[config.mk]
export PLATFORM = sky130hd
export DESIGN_NAME = pll_reconfig_seq_flat
export DESIGN_NICKNAME = d
export VERILOG_FILES = /design/src/rtl/pll_reconfig_seq_if.sv /design/src/rtl/pll_reconfig_seq.sv /design/src/flat_wrapper.sv
export SDC_FILE = /design/constraint.sdc
export NUM_CORES = 1
export LEC_CHECK = 0
export BUFFER_PORTS_ARGS = -buffer_cell sky130_fd_sc_hd__buf_2
export CORE_ASPECT_RATIO = 0.8
export CORE_MARGIN = 3
export CORE_UTILIZATION = 54
export DETAILED_ROUTE_END_ITERATION = 12
export PLACE_DENSITY_LB_ADDON = 0.15
export SLEW_MARGIN = 20
export SYNTH_ARGS = -nofsm -noshare
export SYNTH_HDL_FRONTEND = slang
export SYNTH_SLANG_ARGS = --single-unit
[constraint.sdc]
create_clock -name clk_clk -period 3.7 [get_ports clk_clk]
set_input_delay 0.185 -clock clk_clk [delete_from_list [all_inputs] [get_ports clk_clk]]
set_output_delay 0.185 -clock clk_clk [all_outputs]
set_load 0.005 [all_outputs]
[src/rtl/pll_reconfig_seq_if.sv]
// pll_reconfig_seq_if
//   Bundles the command handshake from the UART command decoder and the
//   Avalon-MM master bus toward the PLL reconfig mgmt slave.
//   master : sequencer side (accepts commands, drives the Avalon requests)
//   slave  : environment side (issues commands, answers the Avalon requests)
interface pll_reconfig_seq_if;
  logic        cmd_valid;
  logic        cmd_ready;
  logic [17:0] cmd_n;
  logic [17:0] cmd_m;
  logic [17:0] cmd_c;
  logic        busy;
  logic        done;
  logic        error;
  logic [5:0]  avm_address;
  logic        avm_read;
  logic        avm_write;
  logic [31:0] avm_writedata;
  logic [31:0] avm_readdata;
  logic        avm_waitrequest;

  modport master (
    input  cmd_valid, cmd_n, cmd_m, cmd_c, avm_readdata, avm_waitrequest,
    output cmd_ready, busy, done, error,
           avm_address, avm_read, avm_write, avm_writedata
  );

  modport slave (
    output cmd_valid, cmd_n, cmd_m, cmd_c, avm_readdata, avm_waitrequest,
    input  cmd_ready, busy, done, error,
           avm_address, avm_read, avm_write, avm_writedata
  );
endinterface

[src/rtl/pll_reconfig_seq.sv]
// pll_reconfig_seq
//   Turns one accepted (N, M, C) command into the PLL reconfig mgmt write
//   sequence (mode, N, M, C, start), then polls status until the reconfig
//   completes (done pulse) or the poll timeout expires (error pulse).
// Ports:
//   clk_clk     : sole clock, rising edge
//   reset_reset : asynchronous, active-high reset
//   pll_locked  : (only with PLL_RCFG_LOCK_WAIT_EN) async PLL lock indicator
//   bus         : command handshake + Avalon-MM master (master modport)
// Build option:
//   PLL_RCFG_LOCK_WAIT_EN : after status reports completion, also wait for
//                           the synchronised pll_locked before signalling done.
module pll_reconfig_seq #(
  parameter int TIMEOUT_CYCLES = 65535,
  parameter int C_INDEX        = 0
) (
  input  logic clk_clk,
  input  logic reset_reset,
`ifdef PLL_RCFG_LOCK_WAIT_EN
  input  logic pll_locked,
`endif
  pll_reconfig_seq_if.master bus
);

  localparam int             CW   = $clog2(TIMEOUT_CYCLES + 1);
  localparam logic [CW-1:0]  TMO  = CW'(TIMEOUT_CYCLES);
  localparam logic [4:0]     CIDX = 5'(C_INDEX);

  // mgmt slave register map
  localparam logic [5:0] A_MODE   = 6'd0;
  localparam logic [5:0] A_STATUS = 6'd1;
  localparam logic [5:0] A_START  = 6'd2;
  localparam logic [5:0] A_N      = 6'd3;
  localparam logic [5:0] A_M      = 6'd4;
  localparam logic [5:0] A_C      = 6'd5;

  typedef enum logic [3:0] {
    IDLE,
    WR_MODE,
    WR_N,
    WR_M,
    WR_C,
    WR_START,
    RD_STATUS,
    POLL_GAP
`ifdef PLL_RCFG_LOCK_WAIT_EN
    , WAIT_LOCK
`endif
  } state_t;

  state_t        state, state_nx;
  logic [17:0]   n_q, m_q, c_q;
  logic [CW-1:0] cnt;
  logic          done_q, err_q, done_nx, err_nx;
  logic          xfer_ok;
  logic          accept;
  logic          unused_rdata;

  assign xfer_ok      = !bus.avm_waitrequest;
  assign accept       = bus.cmd_valid && (state == IDLE);
  assign unused_rdata = &{1'b0, bus.avm_readdata[31:1]};

`ifdef PLL_RCFG_LOCK_WAIT_EN
  logic [1:0] lock_sync;
  always_ff @(posedge clk_clk or posedge reset_reset) begin
    if (reset_reset) lock_sync <= 2'b00;
    else             lock_sync <= {lock_sync[0], pll_locked};
  end
`endif

  // next state + terminal pulses
  always_comb begin
    state_nx = state;
    done_nx  = 1'b0;
    err_nx   = 1'b0;
    case (state)
      IDLE:     if (accept)  state_nx = WR_MODE;
      WR_MODE:  if (xfer_ok) state_nx = WR_N;
      WR_N:     if (xfer_ok) state_nx = WR_M;
      WR_M:     if (xfer_ok) state_nx = WR_C;
      WR_C:     if (xfer_ok) state_nx = WR_START;
      WR_START: if (xfer_ok) state_nx = RD_STATUS;
      RD_STATUS: begin
        if (xfer_ok) begin
          if (bus.avm_readdata[0]) begin
`ifdef PLL_RCFG_LOCK_WAIT_EN
            state_nx = WAIT_LOCK;
`else
            state_nx = IDLE;
            done_nx  = 1'b1;
`endif
          end else begin
            state_nx = POLL_GAP;
          end
        end
      end
      // timeout is only judged here, so an issued read always completes
      POLL_GAP: begin
        if (cnt >= TMO) begin
          state_nx = IDLE;
          err_nx   = 1'b1;
        end else begin
          state_nx = RD_STATUS;
        end
      end
`ifdef PLL_RCFG_LOCK_WAIT_EN
      WAIT_LOCK: begin
        if (lock_sync[1]) begin
          state_nx = IDLE;
          done_nx  = 1'b1;
        end else if (cnt >= TMO) begin
          state_nx = IDLE;
          err_nx   = 1'b1;
        end
      end
`endif
      default: state_nx = IDLE;
    endcase
  end

  always_ff @(posedge clk_clk or posedge reset_reset) begin
    if (reset_reset) begin
      state  <= IDLE;
      done_q <= 1'b0;
      err_q  <= 1'b0;
    end else begin
      state  <= state_nx;
      done_q <= done_nx;
      err_q  <= err_nx;
    end
  end

  always_ff @(posedge clk_clk or posedge reset_reset) begin
    if (reset_reset) begin
      n_q <= '0;
      m_q <= '0;
      c_q <= '0;
    end else if (accept) begin
      n_q <= bus.cmd_n;
      m_q <= bus.cmd_m;
      c_q <= bus.cmd_c;
    end
  end

  // poll timer: cleared as the start write completes, counts through the
  // whole polling phase and saturates at TMO
  always_ff @(posedge clk_clk or posedge reset_reset) begin
    if (reset_reset) begin
      cnt <= '0;
    end else if (state == WR_START && xfer_ok) begin
      cnt <= '0;
    end else if ((state == RD_STATUS || state == POLL_GAP
`ifdef PLL_RCFG_LOCK_WAIT_EN
                  || state == WAIT_LOCK
`endif
                 ) && cnt < TMO) begin
      cnt <= cnt + 1'b1;
    end
  end

  // Avalon request decoded from state; latched command keeps it stable
  // across waitrequest
  always_comb begin
    bus.avm_write     = 1'b0;
    bus.avm_read      = 1'b0;
    bus.avm_address   = '0;
    bus.avm_writedata = '0;
    case (state)
      WR_MODE:   begin bus.avm_write = 1'b1; bus.avm_address = A_MODE;  bus.avm_writedata = 32'h1; end
      WR_N:      begin bus.avm_write = 1'b1; bus.avm_address = A_N;     bus.avm_writedata = {14'd0, n_q}; end
      WR_M:      begin bus.avm_write = 1'b1; bus.avm_address = A_M;     bus.avm_writedata = {14'd0, m_q}; end
      WR_C:      begin bus.avm_write = 1'b1; bus.avm_address = A_C;     bus.avm_writedata = {9'd0, CIDX, c_q}; end
      WR_START:  begin bus.avm_write = 1'b1; bus.avm_address = A_START; bus.avm_writedata = 32'h1; end
      RD_STATUS: begin bus.avm_read  = 1'b1; bus.avm_address = A_STATUS; end
      default:   ;
    endcase
  end

  assign bus.cmd_ready = (state == IDLE);
  assign bus.busy      = (state != IDLE);
  assign bus.done      = done_q;
  assign bus.error     = err_q;

endmodule

[src/flat_wrapper.sv]
// flat-port wrapper written by rule: the top's interface ports become plain ports
module pll_reconfig_seq_flat 
#(
  parameter int TIMEOUT_CYCLES = 65535,
  parameter int C_INDEX        = 0
)
  (clk_clk, reset_reset, bus_cmd_valid, bus_cmd_n, bus_cmd_m, bus_cmd_c, bus_avm_readdata, bus_avm_waitrequest, bus_cmd_ready, bus_busy, bus_done, bus_error, bus_avm_address, bus_avm_read, bus_avm_write, bus_avm_writedata);
  pll_reconfig_seq_if bus_i ();
  input  logic clk_clk;
  input  logic reset_reset;
  input wire logic [$bits(bus_i.cmd_valid)-1:0] bus_cmd_valid;
  input wire logic [$bits(bus_i.cmd_n)-1:0] bus_cmd_n;
  input wire logic [$bits(bus_i.cmd_m)-1:0] bus_cmd_m;
  input wire logic [$bits(bus_i.cmd_c)-1:0] bus_cmd_c;
  input wire logic [$bits(bus_i.avm_readdata)-1:0] bus_avm_readdata;
  input wire logic [$bits(bus_i.avm_waitrequest)-1:0] bus_avm_waitrequest;
  output wire logic [$bits(bus_i.cmd_ready)-1:0] bus_cmd_ready;
  output wire logic [$bits(bus_i.busy)-1:0] bus_busy;
  output wire logic [$bits(bus_i.done)-1:0] bus_done;
  output wire logic [$bits(bus_i.error)-1:0] bus_error;
  output wire logic [$bits(bus_i.avm_address)-1:0] bus_avm_address;
  output wire logic [$bits(bus_i.avm_read)-1:0] bus_avm_read;
  output wire logic [$bits(bus_i.avm_write)-1:0] bus_avm_write;
  output wire logic [$bits(bus_i.avm_writedata)-1:0] bus_avm_writedata;
  assign bus_i.cmd_valid = bus_cmd_valid;
  assign bus_i.cmd_n = bus_cmd_n;
  assign bus_i.cmd_m = bus_cmd_m;
  assign bus_i.cmd_c = bus_cmd_c;
  assign bus_i.avm_readdata = bus_avm_readdata;
  assign bus_i.avm_waitrequest = bus_avm_waitrequest;
  assign bus_cmd_ready = bus_i.cmd_ready;
  assign bus_busy = bus_i.busy;
  assign bus_done = bus_i.done;
  assign bus_error = bus_i.error;
  assign bus_avm_address = bus_i.avm_address;
  assign bus_avm_read = bus_i.avm_read;
  assign bus_avm_write = bus_i.avm_write;
  assign bus_avm_writedata = bus_i.avm_writedata;
  pll_reconfig_seq #(.TIMEOUT_CYCLES(TIMEOUT_CYCLES), .C_INDEX(C_INDEX)) u_core (.clk_clk(clk_clk), .reset_reset(reset_reset), .bus(bus_i));
endmodule
Word-level counts from Yosys, hierarchy flattened
Index checks and enable logic that the tools add are counted.
{"block": "word_totals", "reg_bits": 76, "out_inout_bits": 44, "elab_cells": 56}
{"block": "classes", "addsub": 1, "order_cmp": 2, "n_eq_ne": 14, "mux": 21, "reduce_logical": 11}
{"op": "$pmux W18 S4", "count": 1}
{"op": "$mux W16", "count": 2}
{"op": "$pmux W4 S8", "count": 1}
{"op": "$mux W4", "count": 7}
{"op": "$add A16 B1 Y16 const B", "count": 1}
{"op": "$eq A4 B3 Y1 const B", "count": 4}
{"op": "$ge A16 B16 Y1 const B", "count": 1}
{"op": "$lt A16 B16 Y1 const B", "count": 1}
{"op": "$pmux W3 S5", "count": 1}
{"op": "$ne A2 B2 Y1 const B", "count": 6}
{"op": "$eq A4 B2 Y1 const B", "count": 2}
{"op": "$mux W1", "count": 7}
{"op": "$reduce_and A7 Y1", "count": 1}
{"op": "$mux W3", "count": 2}
{"op": "$reduce_or A5 Y1", "count": 1}
{"op": "$eq A4 B1 Y1 const B", "count": 1}
{"op": "$logic_not A4 Y1", "count": 1}
{"op": "$reduce_bool A4 Y1", "count": 1}
{"op": "$logic_and A1 B1 Y1", "count": 3}
{"op": "$ne A2 B1 Y1 const B", "count": 1}
{"op": "$reduce_bool A2 Y1", "count": 1}
{"op": "$reduce_or A2 Y1", "count": 1}
{"op": "$logic_not A1 Y1", "count": 1}
{"op": "$logic_or A1 B1 Y1", "count": 1}

Depth between registers and ports, before layout
{"block": "depth", "word_depth": 5, "mapped_depth": 6}

Worst setup path before layout
OpenSTA, ideal clock, no wires.
{"block": "synth_timing", "kind": "reg-to-reg", "start": "reg u_core.state[2]", "end": "reg u_core.c_q[0]", "setup_time_ns": 0.125, "t_arrival_ns": 1.536, "t_required_ns": 3.575, "setup_slack_ns": 2.039, "path_stages_with_launch": 6, "path_buffers": 3, "path_cell_list": "dfrtp_1 buf_2 nor4b_1 buf_2 buf_2 mux2_2"}
{"block": "synth_between", "elab_chain_cells": 2}
{"item": "start, declared", "line_no": "pll_reconfig_seq.sv:51", "rtl": "state_t state, state_nx;"}
{"item": "start signal, assigned", "line_no": "pll_reconfig_seq.sv:127", "rtl": "state <= state_nx;"}
{"item": "$logic_not A4 Y1", "line_no": "pll_reconfig_seq.sv:60", "rtl": "assign accept = bus.cmd_valid && (state == IDLE);"}
{"item": "$logic_and A1 B1 Y1", "line_no": "pll_reconfig_seq.sv:60"}
{"item": "end signal, assigned", "line_no": "pll_reconfig_seq.sv:141", "rtl": "c_q <= bus.cmd_c;"}
{"item": "end, declared", "line_no": "pll_reconfig_seq.sv:52", "rtl": "logic [17:0] n_q, m_q, c_q;"}
No other way between the ends.
A chain may end at the register's enable or synchronous reset.

Final worst setup path
{"block": "layout_timing", "start": "reg u_core.state[0]", "end": "out bus_avm_writedata[10]"}
{"block": "layout_between", "elab_chain_cells": 3, "elab_cells_between_ends": 7}
{"item": "$eq A4 B1 Y1 or $eq A4 B3 Y1 (tied branches)", "line_no": "pll_reconfig_seq.sv:168", "rtl": "case (state)"}
{"item": "$reduce_or A2 Y1 (no line)"}
{"item": "$pmux W18 S4 *", "line_no": "pll_reconfig_seq.sv:168"}
{"item": "end, declared", "line_no": "flat_wrapper.sv:24", "rtl": "output wire logic [$bits(bus_i.avm_writedata)-1:0] bus_avm_writedata;"}
Mark *: on every way between the ends. The rest lies on a longest branch, timed or not.

==> metrics.txt <==
# TYPE chip_impl_metric gauge
chip_impl_metric{name="cts_hold_buffers",unit=""} 1
chip_impl_metric{name="fin_hold_viols",unit=""} 0
chip_impl_metric{name="drc_errors",unit=""} 0
chip_impl_metric{name="routed_wire_length_on_met3",unit="um"} 603
chip_impl_metric{name="post_route_cells_drive_above_1_share",unit=""} 0.408
chip_impl_metric{name="length_of_routed_met2_wiring",unit="um"} 3710
chip_impl_metric{name="die-width",unit="um"} 99.5
chip_impl_metric{name="cap_violations",unit=""} 0
chip_impl_metric{name="avgViaCountPerCell",unit=""} 5.48
chip_impl_metric{name="global_route.overflow_total",unit=""} 0
chip_impl_metric{name="max_slew_margin",unit=""} 0.319
chip_impl_metric{name="grt_util_all_layers",unit=""} 0.199
chip_impl_metric{name="cellPowerDensity",unit="nW/um2"} 803
chip_impl_metric{name="fin_tns_setup",unit="ns"} 0
chip_impl_metric{name="yosys_register_bits",unit=""} 75
chip_impl_metric{name="setup.reg_to_reg.worst_slack",unit="ns"} 1.45
chip_impl_metric{name="maximum_number_of_pins_on_one_net_before_global_route_repair",unit=""} 55
chip_impl_metric{name="grt_pass1_vias",unit=""} 2715
chip_impl_metric{name="drv_slew",unit=""} 0
chip_impl_metric{name="crit_fanout",unit=""} 24
chip_impl_metric{name="die_area",unit="um2"} 8040
chip_impl_info{name="cp-end-kind",value="output pin"} 1
chip_impl_metric{name="antennaDiodeCount",unit=""} 0
chip_impl_info{name="yosys.area.top_type",value="sky130_fd_sc_hd__dfrtp_1"} 1
chip_impl_metric{name="fmax_achieved",unit="GHz"} 0.423
chip_impl_metric{name="clk_latency",unit="ns"} 0.35
chip_impl_metric{name="postCtsSetupRepairBufs",unit=""} 0
chip_impl_metric{name="setup_viol",unit=""} 0
chip_impl_metric{name="syn_area_per_cell",unit="um2"} 11.4
chip_impl_metric{name="num-nets-final",unit=""} 503
chip_impl_metric{name="initialDrtViolationCount",unit=""} 126
chip_impl_metric{name="skew",unit="ns"} 0.0126
chip_impl_metric{name="place_congestion",unit=""} 0.761
chip_impl_metric{name="drt-pass1-iter-count",unit=""} 4
chip_impl_metric{name="synth_top_area_frac",unit=""} 0.497
chip_impl_info{name="worst_setup_path_start_kind",value="flip-flop"} 1
chip_impl_metric{name="clock_period_minus_worst_slack",unit="ns"} 2.37
chip_impl_metric{name="timing.critical_path.required",unit="ns"} 3.51
chip_impl_metric{name="dpl.hpwl",unit="um"} 5450
chip_impl_metric{name="netlist_area_pre_place",unit="um2"} 3770
chip_impl_metric{name="core",unit="um2"} 6570
chip_impl_metric{name="clock_sinks",unit=""} 75
chip_impl_metric{name="ant_nets",unit=""} 0
chip_impl_metric{name="fill_cells",unit=""} 517
chip_impl_info{name="reg2reg_from",value="u_core.state[0]$_DFFE_PP0P_"} 1
chip_impl_metric{name="met1_length",unit="um"} 3410
chip_impl_info{name="maxUsedRoutingLayer",value="met4"} 1
chip_impl_metric{name="cts_buffers",unit=""} 9
chip_impl_metric{name="cts_resized",unit=""} 0
chip_impl_metric{name="portBuffers",unit=""} 85
chip_impl_metric{name="routed_wirelength",unit="um"} 7800
chip_impl_metric{name="worstMarginPinSlew",unit="ns"} 1.01
chip_impl_info{name="ys_top_cells_by_area",value="sky130_fd_sc_hd__dfrtp_1 50%, sky130_fd_sc_hd__mux2_2 16%, sky130_fd_sc_hd__mux2i_1 5.3%"} 1
chip_impl_info{name="outcome",value="finished clean"} 1
chip_impl_metric{name="layout_worst_path_cycle_share",unit=""} 0.639
chip_impl_metric{name="final_cell_area",unit="um2"} 4470
chip_impl_metric{name="die_y",unit="um"} 80.8
chip_impl_info{name="worst_setup_path_endpoint",value="bus_avm_writedata[10]"} 1
chip_impl_info{name="regToRegEndpoint",value="u_core.m_q[12]$_DFFE_PP0P_"} 1
chip_impl_metric{name="placed_area",unit="um2"} 4190
chip_impl_metric{name="cts-htree-levels",unit=""} 3
chip_impl_metric{name="starting_density_of_the_core",unit=""} 0.574
chip_impl_metric{name="clkSlewWorstSetupHoldPaths",unit="ns"} 0.08
chip_impl_info{name="worst_setup_path_startpoint",value="u_core.state[0]$_DFFE_PP0P_"} 1
chip_impl_metric{name="postSynthCellCount",unit=""} 331
chip_impl_info{name="layout_commonest_cell",value="sky130_fd_sc_hd__buf_2"} 1
chip_impl_info{name="hold_crit_class",value="in2reg"} 1
chip_impl_metric{name="initial_antenna_violation_count",unit=""} 0
chip_impl_metric{name="yosys_warnings",unit=""} 0
chip_impl_metric{name="num_rows",unit=""} 26
chip_impl_metric{name="post_synth_num_cell_types",unit=""} 47
chip_impl_metric{name="floorplan.io_pins",unit=""} 134
chip_impl_metric{name="ctsLongestPathBuffers",unit=""} 2
chip_impl_info{name="cts_tree",value="yes"} 1
chip_impl_info{name="criticalPathCategory",value="reg2out"} 1
chip_impl_metric{name="critPathArrivalTime",unit="ns"} 2.18
chip_impl_metric{name="cellLeakagePower",unit="uW"} 0.00203
chip_impl_metric{name="synth.yosys.seq_area_share",unit=""} 0.497
chip_impl_metric{name="grt_first_pass_wirelength",unit="um"} 12600
chip_impl_info{name="cts-root-buf",value="sky130_fd_sc_hd__clkbuf_8"} 1
chip_impl_metric{name="detail_route.wl_per_cell",unit="um"} 15.6
chip_impl_metric{name="timing.reg2reg.worst_path_depth",unit=""} 3
chip_impl_metric{name="total_number_of_vias",unit=""} 2744
chip_impl_info{name="mostFrequentLayoutCells",value="85 x sky130_fd_sc_hd__buf_2, 75 x sky130_fd_sc_hd__dfrtp_1, 55 x sky130_fd_sc_hd__mux2_2"} 1
chip_impl_metric{name="area_delta_synth_final",unit="%"} 18.4
chip_impl_info{name="grt_setup_unrepaired",value="false"} 1
chip_impl_metric{name="ir_worst_vdd",unit="uV"} 418
==> worst min-delay path by stage <==
stage | start | end | depth (start not counted)
2_1_floorplan | bus_cmd_c[13] | u_core.c_q[13]$_DFFE_PP0P_ | 1
3_3_place_gp | reset_reset | u_core.n_q[10]$_DFFE_PP0P_ | 2
3_5_place_dp | reset_reset | u_core.cnt[1]$_DFFE_PP0P_ | 2
4_1_cts | bus_cmd_n[3] | u_core.n_q[3]$_DFFE_PP0P_ | 2
5_1_grt | bus_cmd_c[6] | u_core.c_q[6]$_DFFE_PP0P_ | 2
6_report | bus_cmd_n[3] | u_core.n_q[3]$_DFFE_PP0P_ | 2
==> final cells by class <==
cell class | count | area (um2) | share of cell area
clock buffers | 10 | 128 | 0.0286
flip-flops and latches | 75 | 1880 | 0.420
inverters | 6 | 22.5 | 0.00504
clock inverters | 6 | 136 | 0.0305
repair buffers | 91 | 473 | 0.106
well taps | 84 | 105 | 0.0235
multi-input cells | 229 | 1730 | 0.386
==> per-stage QoR <==
| step | setup slack (ns) | total power (uW) | utilization | cells | hold slack (ns) |
|---|---|---|---|---|---|
| after floorplan | 1.61 | 2400 | - | 347 | 0.337 |
| after global placement | 1.50 | 2720 | 0.638 | 484 | 0.326 |
| after detailed placement | 1.49 | 2790 | 0.638 | 484 | 0.328 |
| after CTS | 1.33 | 3620 | 0.680 | 501 | 0.0528 |
| after global routing | 1.12 | 3850 | 0.680 | 501 | 0.0399 |
| final | 1.33 | 3590 | 0.680 | 501 | 0.0634 |
==> sequential cells by signal, indices dropped and copies added (netlist names) <==
name	count
u_core.n_q	18
u_core.bus.done	1
u_core.state	3
u_core.c_q	18
u_core.bus.error	1
u_core.m_q	18
u_core.cnt	16
==> where the power goes <==
part | internal (uW) | switching (uW)
clock | 519 | 306
sequential | 1200 | 330
combinational | 687 | 543
==> cells by family (layout without fill, tap and decap cells) <==
logic type | after synthesis | after routing | share of synthesized area
adder cells (fa/ha/maj) | 1 | 1 | 0.00331
multiplexers | 75 | 75 | 0.217
flip-flops | 75 | 75 | 0.497
AND/OR/NAND/NOR | 78 | 78 | 0.113
AO/OA/AOI/OAI | 56 | 56 | 0.100
XOR/XNOR | 2 | 2 | 0.00464
other | 1 | 17 | 0.000993
buffers and inverters | 43 | 113 | 0.0630
==> critical path, stage by stage, from the launching register on <==
cell	delay, ns
sky130_fd_sc_hd__dfrtp_1	0.87
sky130_fd_sc_hd__buf_4	0.40
sky130_fd_sc_hd__mux2i_1	0.25
sky130_fd_sc_hd__o21ai_0	0.12
sky130_fd_sc_hd__buf_2	0.18
==> cell usage after synthesis, drive strengths merged <==
cell type / number
xor2: 2
nor2b: 3
and3: 2
nor4: 4
nand3: 5
mux2: 55
inv: 6
o211ai: 5
and4: 3
o21a: 2
nand4: 4
clkbuf: 8
ha: 1
o22ai: 2
buf: 29
a22oi: 1
a21oi: 10
dfrtp: 75
and2: 1
a21boi: 1
a31oi: 1
mux2i: 20
a32o: 1
nor3: 5
conb: 1
nor2: 13
o31ai: 7
or4: 3
o31a: 1
a211oi: 1
or3: 2
nand2b: 5
nor4b: 1
o21ai: 19
o21bai: 1
o311ai: 1
nand2: 27
o41ai: 3
==> per-layer routing <==
metal,up-vias,global-route usage
met4,0,0.0409
met5,-,0
met2,87,0.324
met1,1326,0.258
met3,9,0.0747
li1,1322,-
No activity file was read; power rests on OpenSTA's default activity.
